===== src/rtl/noc_pkg.sv =====
// Shared NoC router definitions: default virtual-channel geometry and the
// encoding of the output-port arbiter states.
package noc_pkg;

  localparam int NUM_VC_DEF = 8;
  localparam int VC_W_DEF   = 3;
  localparam int CNT_W_DEF  = 8;

  localparam logic [0:0] ST_IDLE = 1'b0;
  localparam logic [0:0] ST_BUSY = 1'b1;

endpackage


===== src/rtl/vc_rr_pick.sv =====
// Round-robin pick: first set request at or after rrPtr, wrapping at NUM_VC.
// Purely combinational; found=0 means no request is pending.
module vc_rr_pick
  import noc_pkg::*;
#(
  parameter int NUM_VC = NUM_VC_DEF,
  parameter int VC_W   = VC_W_DEF
) (
  input  logic [NUM_VC-1:0] requests,
  input  logic [VC_W-1:0]   rrPtr,
  output logic              found,
  output logic [VC_W-1:0]   pickIdx
);

  logic [NUM_VC-1:0] rot_s;

  // Rotate so the pointer position lands at bit 0, encode, then un-rotate.
  always_comb begin
    int ptr_v;
    int src_v;
    int off_v;
    int sum_v;
    ptr_v = int'(rrPtr);
    src_v = 0;
    off_v = 0;
    sum_v = 0;
    rot_s = '0;
    for (int i = 0; i < NUM_VC; i++) begin
      src_v    = ((i + ptr_v) >= NUM_VC) ? (i + ptr_v - NUM_VC) : (i + ptr_v);
      rot_s[i] = requests[src_v];
    end
    for (int i = NUM_VC - 1; i >= 0; i--) begin
      if (rot_s[i]) begin
        off_v = i;
      end else begin
      end
    end
    sum_v   = ((off_v + ptr_v) >= NUM_VC) ? (off_v + ptr_v - NUM_VC) : (off_v + ptr_v);
    found   = |rot_s;
    pickIdx = VC_W'(sum_v);
  end

endmodule


===== src/rtl/vc_rr_arbiter.sv =====
// Output-port virtual-channel arbiter: grants one VC round-robin and holds it
// until the packet tail transfers, then advances the pointer past the winner.
module vc_rr_arbiter
  import noc_pkg::*;
#(
  parameter int NUM_VC = NUM_VC_DEF,
  parameter int VC_W   = VC_W_DEF,
  parameter int CNT_W  = CNT_W_DEF
) (
  input  logic              clk,
  input  logic              rst,
  input  logic [NUM_VC-1:0] vc_isNew,
  input  logic              flitValid,
  input  logic              flitTail,
  input  logic              outReady,
  output logic              isNew,
  output logic              grantValid,
  output logic [VC_W-1:0]   grantVc,
  output logic [NUM_VC-1:0] grantOneHot,
  output logic              popVc,
  output logic [CNT_W-1:0]  flitCount
);

  localparam logic [CNT_W-1:0] CNT_MAX = {CNT_W{1'b1}};
  localparam logic [VC_W-1:0]  LAST_VC = VC_W'(NUM_VC - 1);

  logic [0:0]        state_q, state_d;
  logic [VC_W-1:0]   rr_ptr_q, rr_ptr_d;
  logic              grant_valid_q, grant_valid_d;
  logic [VC_W-1:0]   grant_vc_q, grant_vc_d;
  logic [NUM_VC-1:0] grant_onehot_q, grant_onehot_d;
  logic [CNT_W-1:0]  flit_count_q, flit_count_d;

  logic              pick_found_s;
  logic [VC_W-1:0]   pick_idx_s;
  logic              pop_s;

  vc_rr_pick #(
    .NUM_VC (NUM_VC),
    .VC_W   (VC_W)
  ) u_pick (
    .requests (vc_isNew),
    .rrPtr    (rr_ptr_q),
    .found    (pick_found_s),
    .pickIdx  (pick_idx_s)
  );

  assign pop_s       = grant_valid_q & flitValid & outReady;
  assign isNew       = |vc_isNew;
  assign popVc       = pop_s;
  assign grantValid  = grant_valid_q;
  assign grantVc     = grant_vc_q;
  assign grantOneHot = grant_onehot_q;
  assign flitCount   = flit_count_q;

  // Requests are only looked at in IDLE, so a grant is never preempted.
  always_comb begin
    state_d        = state_q;
    rr_ptr_d       = rr_ptr_q;
    grant_valid_d  = grant_valid_q;
    grant_vc_d     = grant_vc_q;
    grant_onehot_d = grant_onehot_q;
    flit_count_d   = flit_count_q;
    case (state_q)
      ST_IDLE: begin
        if (pick_found_s) begin
          state_d       = ST_BUSY;
          grant_valid_d = 1'b1;
          grant_vc_d    = pick_idx_s;
          flit_count_d  = '0;
          for (int i = 0; i < NUM_VC; i++) begin
            grant_onehot_d[i] = (pick_idx_s == VC_W'(i));
          end
        end else begin
          state_d = ST_IDLE;
        end
      end
      ST_BUSY: begin
        if (pop_s) begin
          if (flit_count_q != CNT_MAX) begin
            flit_count_d = flit_count_q + {{(CNT_W-1){1'b0}}, 1'b1};
          end else begin
            flit_count_d = flit_count_q;
          end
          if (flitTail) begin
            state_d        = ST_IDLE;
            grant_valid_d  = 1'b0;
            grant_onehot_d = '0;
            rr_ptr_d       = (grant_vc_q == LAST_VC) ? '0 : grant_vc_q + {{(VC_W-1){1'b0}}, 1'b1};
          end else begin
            state_d = ST_BUSY;
          end
        end else begin
          state_d = ST_BUSY;
        end
      end
      default: begin
        state_d        = ST_IDLE;
        grant_valid_d  = 1'b0;
        grant_onehot_d = '0;
      end
    endcase
  end

  always_ff @(posedge clk) begin
    if (rst) begin
      state_q        <= ST_IDLE;
      rr_ptr_q       <= '0;
      grant_valid_q  <= 1'b0;
      grant_vc_q     <= '0;
      grant_onehot_q <= '0;
      flit_count_q   <= '0;
    end else begin
      state_q        <= state_d;
      rr_ptr_q       <= rr_ptr_d;
      grant_valid_q  <= grant_valid_d;
      grant_vc_q     <= grant_vc_d;
      grant_onehot_q <= grant_onehot_d;
      flit_count_q   <= flit_count_d;
    end
  end

endmodule


===== config.mk =====
export PLATFORM = sky130hd
export DESIGN_NAME = vc_rr_arbiter
export DESIGN_NICKNAME = d
export VERILOG_FILES = /design/src/rtl/noc_pkg.sv /design/src/rtl/vc_rr_pick.sv /design/src/rtl/vc_rr_arbiter.sv
export SDC_FILE = /design/constraint.sdc
export NUM_CORES = 1
export LEC_CHECK = 0
export ABC_CLOCK_PERIOD_IN_PS = 6150
export CAP_MARGIN = 5
export CORE_ASPECT_RATIO = 0.5
export CORE_MARGIN = 5
export CORE_UTILIZATION = 52
export CTS_CLUSTER_DIAMETER = 40
export DETAILED_ROUTE_END_ITERATION = 8
export PLACE_DENSITY = 0.91
export SLEW_MARGIN = 20
export SYNTH_ARGS = -nofsm -noshare
export SYNTH_HDL_FRONTEND = slang
export SYNTH_SLANG_ARGS = --single-unit

===== constraint.sdc =====
create_clock -name clk -period 6.15 [get_ports clk]
set_input_delay 1.845 -clock clk [delete_from_list [all_inputs] [get_ports clk]]
set_output_delay 1.845 -clock clk [all_outputs]
set_load 0.005 [all_outputs]

# Yosys cells after proc, flatten, opt, wreduce, memory -nomap -nowiden
# Cells that the tools add are included.
classes:
  add_sub_neg: 19
  order_cmp: 17
  n_eq_ne: 13
  mux: 58
  bitwise: 3
  n_reduce_logical: 7
ops:
  columns: ["operator", "count"]
  rows:
  - ["$lt A32 B5 Y1 const B", 8]
  - ["$mux W32", 8]
  - ["$ge A32 B5 Y1 const B", 7]
  - ["$sub A32 B5 Y32 const B", 7]
  - ["$mux W8", 6]
  - ["$pmux W8 S2", 2]
  - ["$mux W3", 10]
  - ["$bmux W1 S3", 8]
  - ["$mux W1", 22]
  - ["$add A3 B3 Y4 const A", 4]
  - ["$reduce_or A8 Y1", 2]
  - ["$eq A3 B3 Y1 const B", 5]
  - ["$reduce_and A3 Y1", 3]
  - ["$add A2 B3 Y4 const A", 2]
  - ["$add A8 B1 Y8 const B", 1]
  - ["$ne A8 B8 Y1 const B", 1]
  - ["$eq A3 B2 Y1 const B", 2]
  - ["$ne A2 B2 Y1 const B", 3]
  - ["$sub A3 B4 Y5 const B", 1]
  - ["$add A1 B3 Y4 const A", 1]
  - ["$add A3 B3 Y4", 1]
  - ["$ge A3 B4 Y1 const B", 1]
  - ["$ge A4 B4 Y1 const B", 1]
  - ["$pmux W1 S2", 2]
  - ["8 further kinds", 9]
word_totals:
  register_bits: 24
  out_inout_bits: 22
  elab_cells: 123

# Depth between registers and ports, before layout
depth:
  word_depth: 20
  depth_mapped: 17

# Cells and area by module
# Synthesis repeated with hierarchy kept, for this count alone.
hier_totals:
  hier_cells: 202
  hier_area_um2: 1800.5
by_module_without_submodules:
  columns: ["mod", "n_inst", "cells_per_inst", "area_each_um2", "seq_area_each_um2"]
  rows:
  - ["vc_rr_arbiter", 1, 128, 1103.6, 480.5]
  - ["vc_rr_pick", 1, 74, 696.9, 0.0]

# Least setup slack after synthesis
# OpenSTA, ideal clock, no wires.
synth_path:
  kind: "input -> register"
  from: "in vc_isNew[0]"
  to: "reg grant_onehot_q[2] (netlist: grantOneHot[2])"
  setup_time_ns: 0.063
  arrival_time_ns: 4.798
  t_required_ns: 6.087
  path_slack_ns: 1.290
  stages: 11
  n_path_buf: 1
  cell_sequence: "mux4_2 mux2_2 nand2b_1 buf_2 a32o_1 a22oi_1 fa_1 or4b_2 nor2_1 nand3_1 nand3_1"
synth_via:
  elab_chain_cells: 17
synth_rtl:
  columns: ["element", "line_no", "rtl"]
  rows:
  - ["start: declaration", "vc_rr_arbiter.sv:12", "input logic [NUM_VC-1:0] vc_isNew,"]
  - ["$bmux W1 S3", "vc_rr_pick.sv:30", "rot_s[i] = requests[src_v];"]
  - ["$mux W1 (implied by the code) (2 in series)", "vc_rr_pick.sv:30", null]
  - ["$mux W3 (8 in series)", "vc_rr_pick.sv:33", "if (rot_s[i]) begin"]
  - ["$add A3 B3 Y4", "vc_rr_pick.sv:38", "sum_v = ((off_v + ptr_v) >= NUM_VC) ? (off_v + ptr_v - NUM_VC) : (off_v + ptr_v);"]
  - ["$ge A4 B4 Y1 or $sub A3 B1 Y3 (tied branches)", "vc_rr_pick.sv:38", null]
  - ["$mux W3", "vc_rr_pick.sv:38", null]
  - ["$eq A3 B2 Y1", "vc_rr_arbiter.sv:72", "grant_onehot_d[i] = (pick_idx_s == VC_W'(i));"]
  - ["$mux W8", "vc_rr_arbiter.sv:66", "if (pick_found_s) begin"]
  - ["$pmux W8 S2", "vc_rr_arbiter.sv:64", "case (state_q)"]
  - ["end signal: assignment", "vc_rr_arbiter.sv:118", "grant_onehot_q <= grant_onehot_d;"]
  - ["end: declaration", "vc_rr_arbiter.sv:31", "logic [NUM_VC-1:0] grant_onehot_q, grant_onehot_d;"]
# Several ways; a longest one is shown, not always the timed one. The select of a mux whose other input is x is not followed.
# A chain may end at the register's enable or synchronous reset.

# Final worst setup path
# Same ends and word-level chain as after synthesis.

==> results.yml <==
status:
  status: "completed"
cells_and_area:
  num-nets-final: 241
  layout-drive-gt1-share: 0.1005
  fillers: 282
  area.growth.synth_to_final_pct: 21.19
  n_antenna_cell: 0
  postLayoutCoreUtil: 0.6446
power:
  leakagePower_nw: 0.7840
  powerDensity_nw_per_um2: 148.4
  ir_drop_mv: 0.1919
timing:
  drv_slew: 0
  fmax_ghz: 0.1824
  worst_pin_slew_ns: 0.8524
  timing.final.crit_share: 0.8914
  hold_violations: 0
  setup-tns-final_ns: 0
  fin_crit_ns: 5.482
  slew_headroom: 0.4305
  clock_skew_ns: 0.007351
  setup_violations: 0
  rsz0062_at_grt: "false"
clocking:
  clockBufferDepth: 2
  post_cts_buffers: 0
  post_cts_resized: 0
  cts.htree.levels: 1
  clk_pin_slew_ns: 0.08
  cts_root_buffer: "clkbuf_8"
  clk_latency_ns: 0.26
  cts.sinks: 24
  numCtsBuffers: 3
  hold_buffers: 0
  cts_tree: "yes"
yosys:
  ys_warn_count: 0
  yosysUniqueCellTypes: 49
  synthFlopType: "dfxtp_1"
  yosysSeqAreaShare: 0.2659
  synth-edff-count: 0
  synth_area_um2: 1807
  syn_inst: 193
  async_flop_share: 0
  syn_nets: 213
  ys_ff_latch: 24
  syn_area_per_cell_um2: 9.361
route:
  wl_um: 4483
  wl_per_cell_um: 16.60
  via_per_inst: 6.111
  ant_nets: 0
  first_pass_iters: 4
  drc: 0
  drt-initial-drc-count: 107
  num_vias: 1650
worst_setup_path:
  crit_path_start_kind: "input pin"
  cp-startpoint: "vc_isNew[0]"
  timing_worst_setup_path_type: "in -> reg"
  crit_slowest_cell: "or4b_2"
  cp_num_buf_inv: 1
  cpMostUsedCell: "nand3_1"
  crit_chain: "clkdlybuf4s50_1 > mux4_2 > mux2_2 > nand2b_1 > a32o_1 > a22oi_1 > fa_1 > or4b_2 > nor2_1 > nand3_1 > nand3_1"
  critical_path_required_ns: 6.35
  critPathTopFamily: "simple AND/OR/NAND/NOR gates"
  path_max_fanout: 11
  end_kind: "flip-flop"
  critPathArrivalTime_ns: 5.68
  max_stage_delay_ns: 0.69
  reg2reg_from: "rr_ptr_q[0]$_SDFFE_PP0P_"
global_route:
  grt_usage: 0.1955
  grt_overflow: 0
  grt_pass1_wl_um: 7555
  grt_antenna_before_repair: 0
  grt_max_degree: 17
  grt_pass1_vias: 1631
place:
  io_buffers: 34
  finalWeightedCongestion: 0.8611
  dp_hpwl_um: 3297
floorplan:
  ios: 35
  die_h_um: 51.68
  chipWidth_um: 93.36
  core.rowCount: 15
  core_um2: 3397
  initial_core_util: 0.5319
  die_area_um2: 4825
run:
  cap_violations: 0
worst_hold_path:
  worstHoldPathType: "reg -> reg"
  holdCritStartpoint: "grantOneHot[0]$_SDFFE_PP0P_"
[cells in the final DEF, fill, tap and decap left out, types with 2 or more instances in the layout]
cell / instances
a211oi_1: 2
a21oi_1: 8
and3_1: 2
clkbuf_8: 3
clkdlybuf4s50_1: 34
dfxtp_1: 24
ha_1: 6
inv_1: 4
mux2i_1: 7
mux4_1: 6
mux4_2: 6
nand2_1: 15
nand2b_1: 2
nand3_1: 18
nand4_1: 2
nand4b_1: 2
nor2_1: 25
nor3_1: 2
nor3b_1: 3
nor4_1: 2
o21ai_0: 11
or3_1: 2
or4bb_1: 2
xnor2_1: 2
xor2_1: 7
[path summary, 6_finish.rpt]
| path | end | slack (ns) | depth (start not counted) |
|---|---|---|---|
| setup / recovery | grantOneHot[2]$_SDFFE_PP0P_ | 0.67 | 11 |
| hold / removal | grantOneHot[0]$_SDFFE_PP0P_ | 0.47 | 2 |
| setup reg to reg | grantOneHot[2]$_SDFFE_PP0P_ | 1.32 | 12 |
| hold reg to reg | grantOneHot[0]$_SDFFE_PP0P_ | 0.47 | 2 |
[power by group]
group	switching, mW	internal (mW)	total [mW]
combinational	0.0367	0.0352	0.0719
sequential	0.00398	0.160	0.164
clock	0.0458	0.0437	0.0895
[flip-flops by register name, summed over array words and instances (netlist names)]
register,flops
grantOneHot,8
state_q,1
grantVc,3
grantValid,1
flitCount,8
rr_ptr_q,3
[routing by layer]
| layer | vias up | wire length (µm) | GRT usage |
|---|---|---|---|
| met5 | - | 0 | 0 |
| li1 | 775 | - | - |
| met3 | 18 | 254 | 0.03468 |
| met2 | 69 | 2230 | 0.3467 |
| met1 | 788 | 1831 | 0.2361 |
| met4 | 0 | 167 | 0.08516 |
[worst min-delay path: cells and delay by family (launching register included)]
| family | cells | cell delay (ns) |
|---|---|---|
| DFF | 1 | 0.33 |
| and+or+nand+nor | 2 | 0.12 |
[synth_stat cells, types with 3 or more instances]
cell type | count | area [µm²]
a21oi_1 | 9 | 45.04
nor2_1 | 25 | 93.84
clkbuf_1 | 4 | 15.01
mux4_2 | 6 | 135.1
mux2i_1 | 7 | 70.07
o21ai_0 | 11 | 55.05
mux4_1 | 6 | 157.7
ha_1 | 6 | 75.07
dfxtp_1 | 24 | 480.5
nor3b_1 | 3 | 22.52
nand2_1 | 15 | 56.30
xor2_1 | 7 | 61.31
inv_1 | 4 | 15.01
nand3_1 | 18 | 90.09
[cell type report]
type | count | area, µm² | share of cell area
clock buffers | 3 | 41.29 | 0.01886
inverters | 5 | 18.77 | 0.008571
multi-input cells | 153 | 1245 | 0.5686
flip-flops and latches | 24 | 480.5 | 0.2194
well taps | 51 | 63.81 | 0.02914
repair buffers | 34 | 340.3 | 0.1554
[cell families after synthesis]
kind of cell	after synthesis	share of synthesized area
and+or+nand+nor	84	0.2417
AOI/OAI and AO/OA	31	0.1219
DFF	24	0.2659
muxes	22	0.2271
buffers and inverters	16	0.04708
xor gates and xnor gates	9	0.04363
adders and majority gates	7	0.05263
[through the flow]
| stage | setup WS (ns) | power [mW] | hold slack (ns) | cells | area, µm² |
|---|---|---|---|---|---|
| detailed placement | 0.4673 | 0.2369 | 0.4539 | 267 | 2145 |
| global placement | 0.5484 | 0.2335 | 0.4521 | 267 | 2145 |
| finish | 0.6677 | 0.3250 | 0.4747 | 270 | 2190 |
| global route | 0.5167 | 0.3432 | 0.5050 | 270 | 2190 |
| CTS | 0.6852 | 0.3261 | 0.4754 | 270 | 2186 |
| floorplan | 1.290 | 0.2100 | 0.4632 | 193 | 1807 |
(Power assumes the default switching activity.)
